<file path="config.mk">
export PLATFORM = sky130hd
export DESIGN_NAME = cohort_tri_bridge
export DESIGN_NICKNAME = d
export VERILOG_FILES = /design/src/rtl/cohort_tri_bridge.sv
export SDC_FILE = /design/constraint.sdc
export NUM_CORES = 1
export LEC_CHECK = 0
export ABC_AREA = 1
export ABC_CLOCK_PERIOD_IN_PS = 2000
export CORE_AREA = 5 5 253 255
export DETAILED_ROUTE_END_ITERATION = 10
export DIE_AREA = 0 0 258 260
export PLACE_DENSITY = 0.58
export SETUP_SLACK_MARGIN = 0.3
export SLEW_MARGIN = 15
export SYNTH_ARGS = -nofsm -noshare
export SYNTH_HDL_FRONTEND = slang
export SYNTH_SLANG_ARGS = --single-unit
</file>
<file path="constraint.sdc">
create_clock -name clk -period 2 [get_ports clk]
set_input_delay 0.5 -clock clk [delete_from_list [all_inputs] [get_ports clk]]
set_output_delay 0.5 -clock clk [all_outputs]
set_load 0.03 [all_outputs]
</file>
<file path="src/rtl/cohort_tri_bridge.sv">
`default_nettype none
// ============================================================================
// Module      : cohort_tri_bridge (with cohort_tri_pkg)
// Description : Single-outstanding bridge from a Cohort engine memory client
//               port (valid/ready load/store/atomic) to the L1.5 TRI port.
//               Issues one tri_req_t at a time and holds it until req_ack.
//               Matches the returning tri_resp_t and hands data back to the
//               client. Also absorbs EVICT / invalidation traffic.
// Ports       : clk, rst_n         - clock, async active-low reset
//               cli_req_*          - client request channel (valid/ready)
//               cli_rsp_*          - client response channel (valid/ready)
//               tri_req_o          - request to L1.5 (carries resp_ack)
//               tri_resp_i         - response from L1.5 (carries req_ack)
//               inv_valid_o/addr_o - one-cycle invalidation notice
//               err_unexp          - sticky: unexpected response in WAIT
//               err_timeout        - sticky: WAIT reached TIMEOUT_CYCLES
// Revision    : 1.0 - initial release
// ============================================================================

package cohort_tri_pkg;
    localparam logic [4:0] TRI_LOAD_RQ                = 5'b00000;
    localparam logic [4:0] TRI_STORE_RQ               = 5'b00001;
    localparam logic [4:0] TRI_ATOMIC_RQ              = 5'b00110;

    localparam logic [3:0] TRI_LOAD_RET               = 4'b0000;
    localparam logic [3:0] TRI_EVICT_REQ              = 4'b0011;
    localparam logic [3:0] TRI_ST_ACK                 = 4'b0100;
    localparam logic [3:0] TRI_INT_RET                = 4'b0111;
    localparam logic [3:0] TRI_CPX_RESTYPE_ATOMIC_RES = 4'b1110;

    typedef struct packed {
        logic         req_valid;
        logic [4:0]   req_type;
        logic [3:0]   req_amo_op;
        logic [2:0]   req_size;
        logic [39:0]  req_addr;
        logic [127:0] req_data;
        logic         resp_ack;
    } tri_req_t;

    typedef struct packed {
        logic         req_ack;
        logic         resp_val;
        logic [3:0]   resp_type;
        logic         resp_atomic;
        logic [127:0] resp_data;
        logic         resp_inv_valid;
        logic [11:0]  resp_inv_addr;
    } tri_resp_t;
endpackage

module cohort_tri_bridge
    import cohort_tri_pkg::*;
#(
    parameter int TIMEOUT_CYCLES = 0,
    parameter int CNT_W          = 16
) (
    input  logic          clk,
    input  logic          rst_n,
    input  logic          cli_req_valid,
    output logic          cli_req_ready,
    input  logic [1:0]    cli_req_op,
    input  logic [3:0]    cli_req_amo_op,
    input  logic [2:0]    cli_req_size,
    input  logic [39:0]   cli_req_addr,
    input  logic [127:0]  cli_req_data,
    output logic          cli_rsp_valid,
    input  logic          cli_rsp_ready,
    output logic [127:0]  cli_rsp_data,
    output tri_req_t      tri_req_o,
    input  tri_resp_t     tri_resp_i,
    output logic          inv_valid_o,
    output logic [11:0]   inv_addr_o,
    output logic          err_unexp,
    output logic          err_timeout
);

    localparam logic [1:0] c_IDLE = 2'd0;
    localparam logic [1:0] c_REQ  = 2'd1;
    localparam logic [1:0] c_WAIT = 2'd2;
    localparam logic [1:0] c_DONE = 2'd3;

    localparam logic [CNT_W-1:0] c_TMO = CNT_W'(TIMEOUT_CYCLES);
    localparam logic [CNT_W-1:0] c_ONE = {{(CNT_W-1){1'b0}}, 1'b1};

    logic [1:0]       r_state;
    logic [1:0]       r_op;
    logic             r_req_valid;
    logic [4:0]       r_type;
    logic [3:0]       r_amo_op;
    logic [2:0]       r_size;
    logic [39:0]      r_addr;
    logic [127:0]     r_data;
    logic             r_rsp_valid;
    logic [127:0]     r_rsp_data;
    logic             r_inv_valid;
    logic [11:0]      r_inv_addr;
    logic             r_err_unexp;
    logic             r_err_timeout;
    logic [CNT_W-1:0] r_cnt;

    logic             w_is_evict;
    logic             w_expected;
    logic             w_rsp_hit;
    logic             w_resp_ack;
    logic             w_inv_hit;
    logic             w_tmo_hit;
    logic [4:0]       w_map_type;
    logic [CNT_W-1:0] w_cnt_inc;

    // Reserved op 3 maps to a load.
    always_comb begin
        w_map_type = TRI_LOAD_RQ;
        case (cli_req_op)
            2'd1:    w_map_type = TRI_STORE_RQ;
            2'd2:    w_map_type = TRI_ATOMIC_RQ;
            default: w_map_type = TRI_LOAD_RQ;
        endcase
    end

    // Atomics may complete either with a dedicated atomic result or with a
    // load return flagged as atomic.
    always_comb begin
        w_expected = 1'b0;
        case (r_op)
            2'd1:    w_expected = (tri_resp_i.resp_type == TRI_ST_ACK);
            2'd2:    w_expected = (tri_resp_i.resp_type == TRI_CPX_RESTYPE_ATOMIC_RES) ||
                                  ((tri_resp_i.resp_type == TRI_LOAD_RET) && tri_resp_i.resp_atomic);
            default: w_expected = (tri_resp_i.resp_type == TRI_LOAD_RET);
        endcase
    end

    assign w_is_evict = (tri_resp_i.resp_type == TRI_EVICT_REQ);
    assign w_rsp_hit  = (r_state == c_WAIT) && tri_resp_i.resp_val && w_expected;

    // EVICT is always taken; everything else only while waiting. Gated by
    // rst_n so an in-flight response is never acked while in reset.
    assign w_resp_ack = rst_n && tri_resp_i.resp_val && (w_is_evict || (r_state == c_WAIT));
    assign w_inv_hit  = w_resp_ack && (tri_resp_i.resp_inv_valid || w_is_evict);

    // Flag fires on the edge where the counter reaches the threshold, so the
    // error is visible right after the TIMEOUT_CYCLES-th WAIT cycle.
    assign w_cnt_inc  = r_cnt + c_ONE;
    assign w_tmo_hit  = (TIMEOUT_CYCLES != 0) && (r_cnt != '1) && (w_cnt_inc == c_TMO);

    always_ff @(posedge clk or negedge rst_n) begin
        if (!rst_n) begin
            r_state       <= c_IDLE;
            r_op          <= 2'd0;
            r_req_valid   <= 1'b0;
            r_type        <= 5'd0;
            r_amo_op      <= 4'd0;
            r_size        <= 3'd0;
            r_addr        <= 40'd0;
            r_data        <= 128'd0;
            r_rsp_valid   <= 1'b0;
            r_rsp_data    <= 128'd0;
            r_inv_valid   <= 1'b0;
            r_inv_addr    <= 12'd0;
            r_err_unexp   <= 1'b0;
            r_err_timeout <= 1'b0;
            r_cnt         <= '0;
        end else begin
            r_inv_valid <= w_inv_hit;
            if (w_inv_hit) begin
                r_inv_addr <= tri_resp_i.resp_inv_addr;
            end

            case (r_state)
                c_IDLE: begin
                    if (cli_req_valid) begin
                        r_op        <= cli_req_op;
                        r_type      <= w_map_type;
                        r_amo_op    <= cli_req_amo_op;
                        r_size      <= cli_req_size;
                        r_addr      <= cli_req_addr;
                        r_data      <= cli_req_data;
                        r_req_valid <= 1'b1;
                        r_state     <= c_REQ;
                    end
                end
                c_REQ: begin
                    if (tri_resp_i.req_ack) begin
                        r_req_valid <= 1'b0;
                        r_cnt       <= '0;
                        r_state     <= c_WAIT;
                    end
                end
                c_WAIT: begin
                    if (r_cnt != '1) begin
                        r_cnt <= w_cnt_inc;
                    end
                    if (w_tmo_hit) begin
                        r_err_timeout <= 1'b1;
                    end
                    if (w_rsp_hit) begin
                        r_rsp_data  <= tri_resp_i.resp_data;
                        r_rsp_valid <= 1'b1;
                        r_state     <= c_DONE;
                    end else if (tri_resp_i.resp_val && !w_is_evict) begin
                        r_err_unexp <= 1'b1;
                    end
                end
                c_DONE: begin
                    if (cli_rsp_ready) begin
                        r_rsp_valid <= 1'b0;
                        r_state     <= c_IDLE;
                    end
                end
                default: r_state <= c_IDLE;
            endcase
        end
    end

    always_comb begin
        tri_req_o            = '0;
        tri_req_o.req_valid  = r_req_valid;
        tri_req_o.req_type   = r_type;
        tri_req_o.req_amo_op = r_amo_op;
        tri_req_o.req_size   = r_size;
        tri_req_o.req_addr   = r_addr;
        tri_req_o.req_data   = r_data;
        tri_req_o.resp_ack   = w_resp_ack;
    end

    assign cli_req_ready = (r_state == c_IDLE);
    assign cli_rsp_valid = r_rsp_valid;
    assign cli_rsp_data  = r_rsp_data;
    assign inv_valid_o   = r_inv_valid;
    assign inv_addr_o    = r_inv_addr;
    assign err_unexp     = r_err_unexp;
    assign err_timeout   = r_err_timeout;

endmodule
`default_nettype wire
</file>
==> summary.md <==
| Metric | Value |
|---|---|
| Status | `finished with violations` |
| Failing checks | `negative setup slack` |
| Crit path max-delay family | `buffers and inverters` |
| Clock-pin slew on the worst setup and hold paths | `roughly 0.060 ns` |
| Worst Path Max Fanout | `3` |
| Die W | `approximately 260 um` |
| Distinct cells, synth | `19` |
| Worst endpoint required time | `1.50 ns` |
| Hold Path Class | `register to register` |
| Die height | `260 um` |
| Cell taking the most area after synthesis | `dfrtp_1` |
| Worst vdd ir | `756 uV` |
| Grt total ovfl | `0` |
| Synth warnings | `0` |
| Sw Ratio | `0.457` |
| Pins Over Slew Limit | `0` |
| Clk Tree Root Cell | `clkbuf_16` |
| Placement Rows | `between 90 and 100` |
| DR vias/cell | `4.15` |
| DIE AREA | `67100 um2` |
| Final WS setup | `-0.0385 ns` |
| Max-Cap Viols | `0` |
| H-tree lvl count | `2` |
| Setup TNS | `-0.0385 ns` |
| Clock Latency Late Sink | `between 0.5 and 0.6 ns` |
| Per-cell routed wire length | `18.1 um` |
| Final GP Congestion | `0.854` |
| Worst EP arrival | `1.54 ns` |
| Port bufs | `about 650` |
| Synth Register Bits | `325` |
| P_sw | `16.3 mW` |
| Synthesized instance count | `1433` |
| Slowest stage cell, crit path | `clkdlybuf4s50_1` |
| Placement Cell Area | `20500 um2` |
| Avg Inst Size Synth | `8.85 um2` |
| Area Overhead vs Synth | `70.3%` |
| Iter 0 DRT Violations | `around 740` |
| Final worst path period need | `2.04 ns` |
| Sequential fraction of the synthesis area | `0.641` |
| First-pass GRT wire length | `about 75 mm` |
| Multi-input gate area | `4430 um2` |
| Final Hold Viols | `0` |
| GR Util All Layers | `0.141` |
| Pwr dens | `1660 nW/um2` |
| Worst-case clock buffer depth | `3` |
| Core area | `61400 um2` |
| Internal | `19.4 mW` |
| Kind of end point of the critical path | `output pin` |
| Via count | `12400` |
| Ports | `656` |
| Top cells by area, synth | `dfrtp_1, nand2_1, nand3_1` |
| Crit path cell chain | `clkdlybuf4s50_1 > nand2_1 > a21oi_2 > buf_6` |
| FILL cells | `6255` |
| Startpoint Class | `primary input` |
| Initial Util | `0.207` |
| Logic pwr share | `0.482` |
| Clock tree sinks | `325` |
| CTS tree | `built` |
| Clock Power Share | `0.201` |
| Largest net degree at the start of global routing | `80` |
| Drt pass-1 iters | `5` |
| Initial antenna violation count | `4` |
| CTS buffer count | `40` |
| CP max stage delay | `0.59 ns` |
| Worst Skew | `0.00918 ns` |
| Remaining DRCs | `0` |
| # nets final | `2501` |
| RSZ-0062 raised after global routing | `yes` |
| Vias in the first global route | `~13000` |
| Finished Cell Area | `21600 um2` |
| Top cell type's share of synthesized area | `0.641` |
| Fin crit share | `1.02` |
| Remaining antenna violation count | `0` |
| Cell Area, Synth | `between 10000 and 15000 um2` |
| Routed WL | `54.0 mm` |
| Max Freq | `slightly below 0.5 GHz` |
| Kind of critical path | `primary input to output pin` |
| Leakage power | `approximately 11 nW` |
| Register area | `8140 um2` |
| CP Buf/Inv Count | `2` |
| Seq pwr share | `0.318` |
| Layout cells sized above 1 | `0.268` |
| Setup violations, final | `1` |
| Detailed Place HPWL | `38.4 mm` |
## kinds of logic (layout without fill, tap and decap cells)
| kind of cell | count (synthesis) | count (layout) | share of synthesized area |
|---|---|---|---|
| other | 1 | 5 | 0.000296 |
| adders and majority gates | 6 | 6 | 0.00592 |
| AOI/OAI and AO/OA | 9 | 9 | 0.00415 |
| buffers and inverters | 106 | 863 | 0.0422 |
| DFF | 325 | 325 | 0.641 |
| and+or+nand+nor | 986 | 988 | 0.306 |
## metrics by stage
step	std cells	utilization	total power [mW]	hold slack, ns	setup WS (ns)
floorplan	1435	-	21.0	0.204	0.336
global placement	2860	0.334	30.2	0.452	-0.132
detailed placement	2860	0.334	30.4	0.457	-0.0825
CTS	2940	0.337	35.3	0.449	-0.0289
global route	2986	0.352	37.8	0.463	-0.0761
finish	2986	0.352	35.8	0.464	-0.0385
## tightest hold or removal path: stages, from the launching register on
cell and delay [ns]:
dfrtp_1 0.33, nand2_1 0.05, nand2_1 0.05
## cell type report
| cell class | instances | area share |
|---|---|---|
| diodes | 2 | 0.000232 |
| multi-input cells | 1006 | 0.205 |
| inverters | 18 | 0.00348 |
| repair buffers | 775 | 0.309 |
| flip-flops and latches | 325 | 0.377 |
| clock inverters | 12 | 0.00533 |
| clock buffers | 58 | 0.0546 |
| well taps | 790 | 0.0458 |
## power groups by stage
stage	Combinational (mW)	Clock [mW]	Sequential (mW)
3_3_place_gp	18.9	0	11.3
3_5_place_dp	19.0	0	11.4
5_1_grt	18.4	7.70	11.7
4_1_cts	16.7	7.44	11.2
6_report	17.2	7.18	11.4
2_1_floorplan	3.93	0	17.1
## cells in the mapped netlist
| library cell | number |
|---|---|
| a21oi_2 | 1 |
| buf_1 | 7 |
| buf_2 | 41 |
| buf_4 | 21 |
| buf_6 | 1 |
| clkbuf_1 | 18 |
| conb_1 | 1 |
| dfrtp_1 | 325 |
| ha_1 | 6 |
| inv_1 | 16 |
| inv_2 | 2 |
| nand2_1 | 844 |
| nand2_2 | 2 |
| nand3_1 | 134 |
| nor2_1 | 4 |
| nor2_2 | 2 |
| o21ai_0 | 6 |
| o21bai_1 | 1 |
| o22ai_1 | 1 |
## routing by layer
layer	global-route usage	vias up	wire length, um
li1	-	5885	-
met1	0.164	5929	20800
met2	0.248	485	27600
met3	0.0421	85	3950
met4	0.0476	4	1560
met5	0	-	34
## registers in the layout (all words and copies together) (netlist names)
| register | flops |
|---|---|
| cli_rsp_data | 128 |
| r_data | 128 |
| r_addr | 40 |
| inv_addr_o | 12 |
| r_amo_op | 4 |
| r_size | 3 |
| r_op | 2 |
| r_state | 2 |
| r_type | 2 |
| cli_rsp_valid | 1 |
| err_unexp | 1 |
| inv_valid_o | 1 |
| r_req_valid | 1 |
## placed cells by master (no fill, tap or decap), drive strengths merged
master | synthesis | layout
a21oi | 1 | 1
buf | 70 | 327
bufinv | 0 | 2
clkbuf | 18 | 178
clkdlybuf4s50 | 0 | 325
clkinv | 0 | 8
clkinvlp | 0 | 2
conb | 1 | 3
dfrtp | 325 | 325
diode | 0 | 2
dlygate4sd2 | 0 | 2
dlygate4sd3 | 0 | 1
ha | 6 | 6
inv | 18 | 18
nand2 | 846 | 848
nand3 | 134 | 134
nor2 | 6 | 6
o21ai | 6 | 6
o21bai | 1 | 1
o22ai | 1 | 1
## repair_timing
| action | in CTS | in global routing |
|---|---|---|
| hold buffers | 1 | 0 |
| hold endpoints to repair | 25 | 0 |
| cloned | 0 | 25 |
| setup buffers | 9 | 19 |
| setup endpoints to repair | 399 | 325 |
| pin swaps | 3 | 43 |
| gates resized for setup | 1212 | 344 |
## worst paths after layout
| check | cells past startpoint | end | slack (ns) | startpoint |
|---|---|---|---|---|
| worst min-delay path | 2 | cli_rsp_data[72]$_DFFE_PN0P_ | 0.46 | cli_rsp_data[72]$_DFFE_PN0P_ |
| max in group asynchronous | 4 | r_data[121]$_DFFE_PN0P_ | 0.64 | rst_n |
| worst max register to register | 9 | cli_rsp_data[85]$_DFFE_PN0P_ | 0.13 | r_op[1]$_DFFE_PN0P_ |
| worst max-delay path | 4 | tri_req_o[0] | -0.04 | tri_resp_i[146] |
| worst min register to register | 2 | cli_rsp_data[72]$_DFFE_PN0P_ | 0.46 | cli_rsp_data[72]$_DFFE_PN0P_ |
| min in group asynchronous | 3 | cli_rsp_data[51]$_DFFE_PN0P_ | 0.61 | rst_n |
Power figures use the tool's default switching activity.
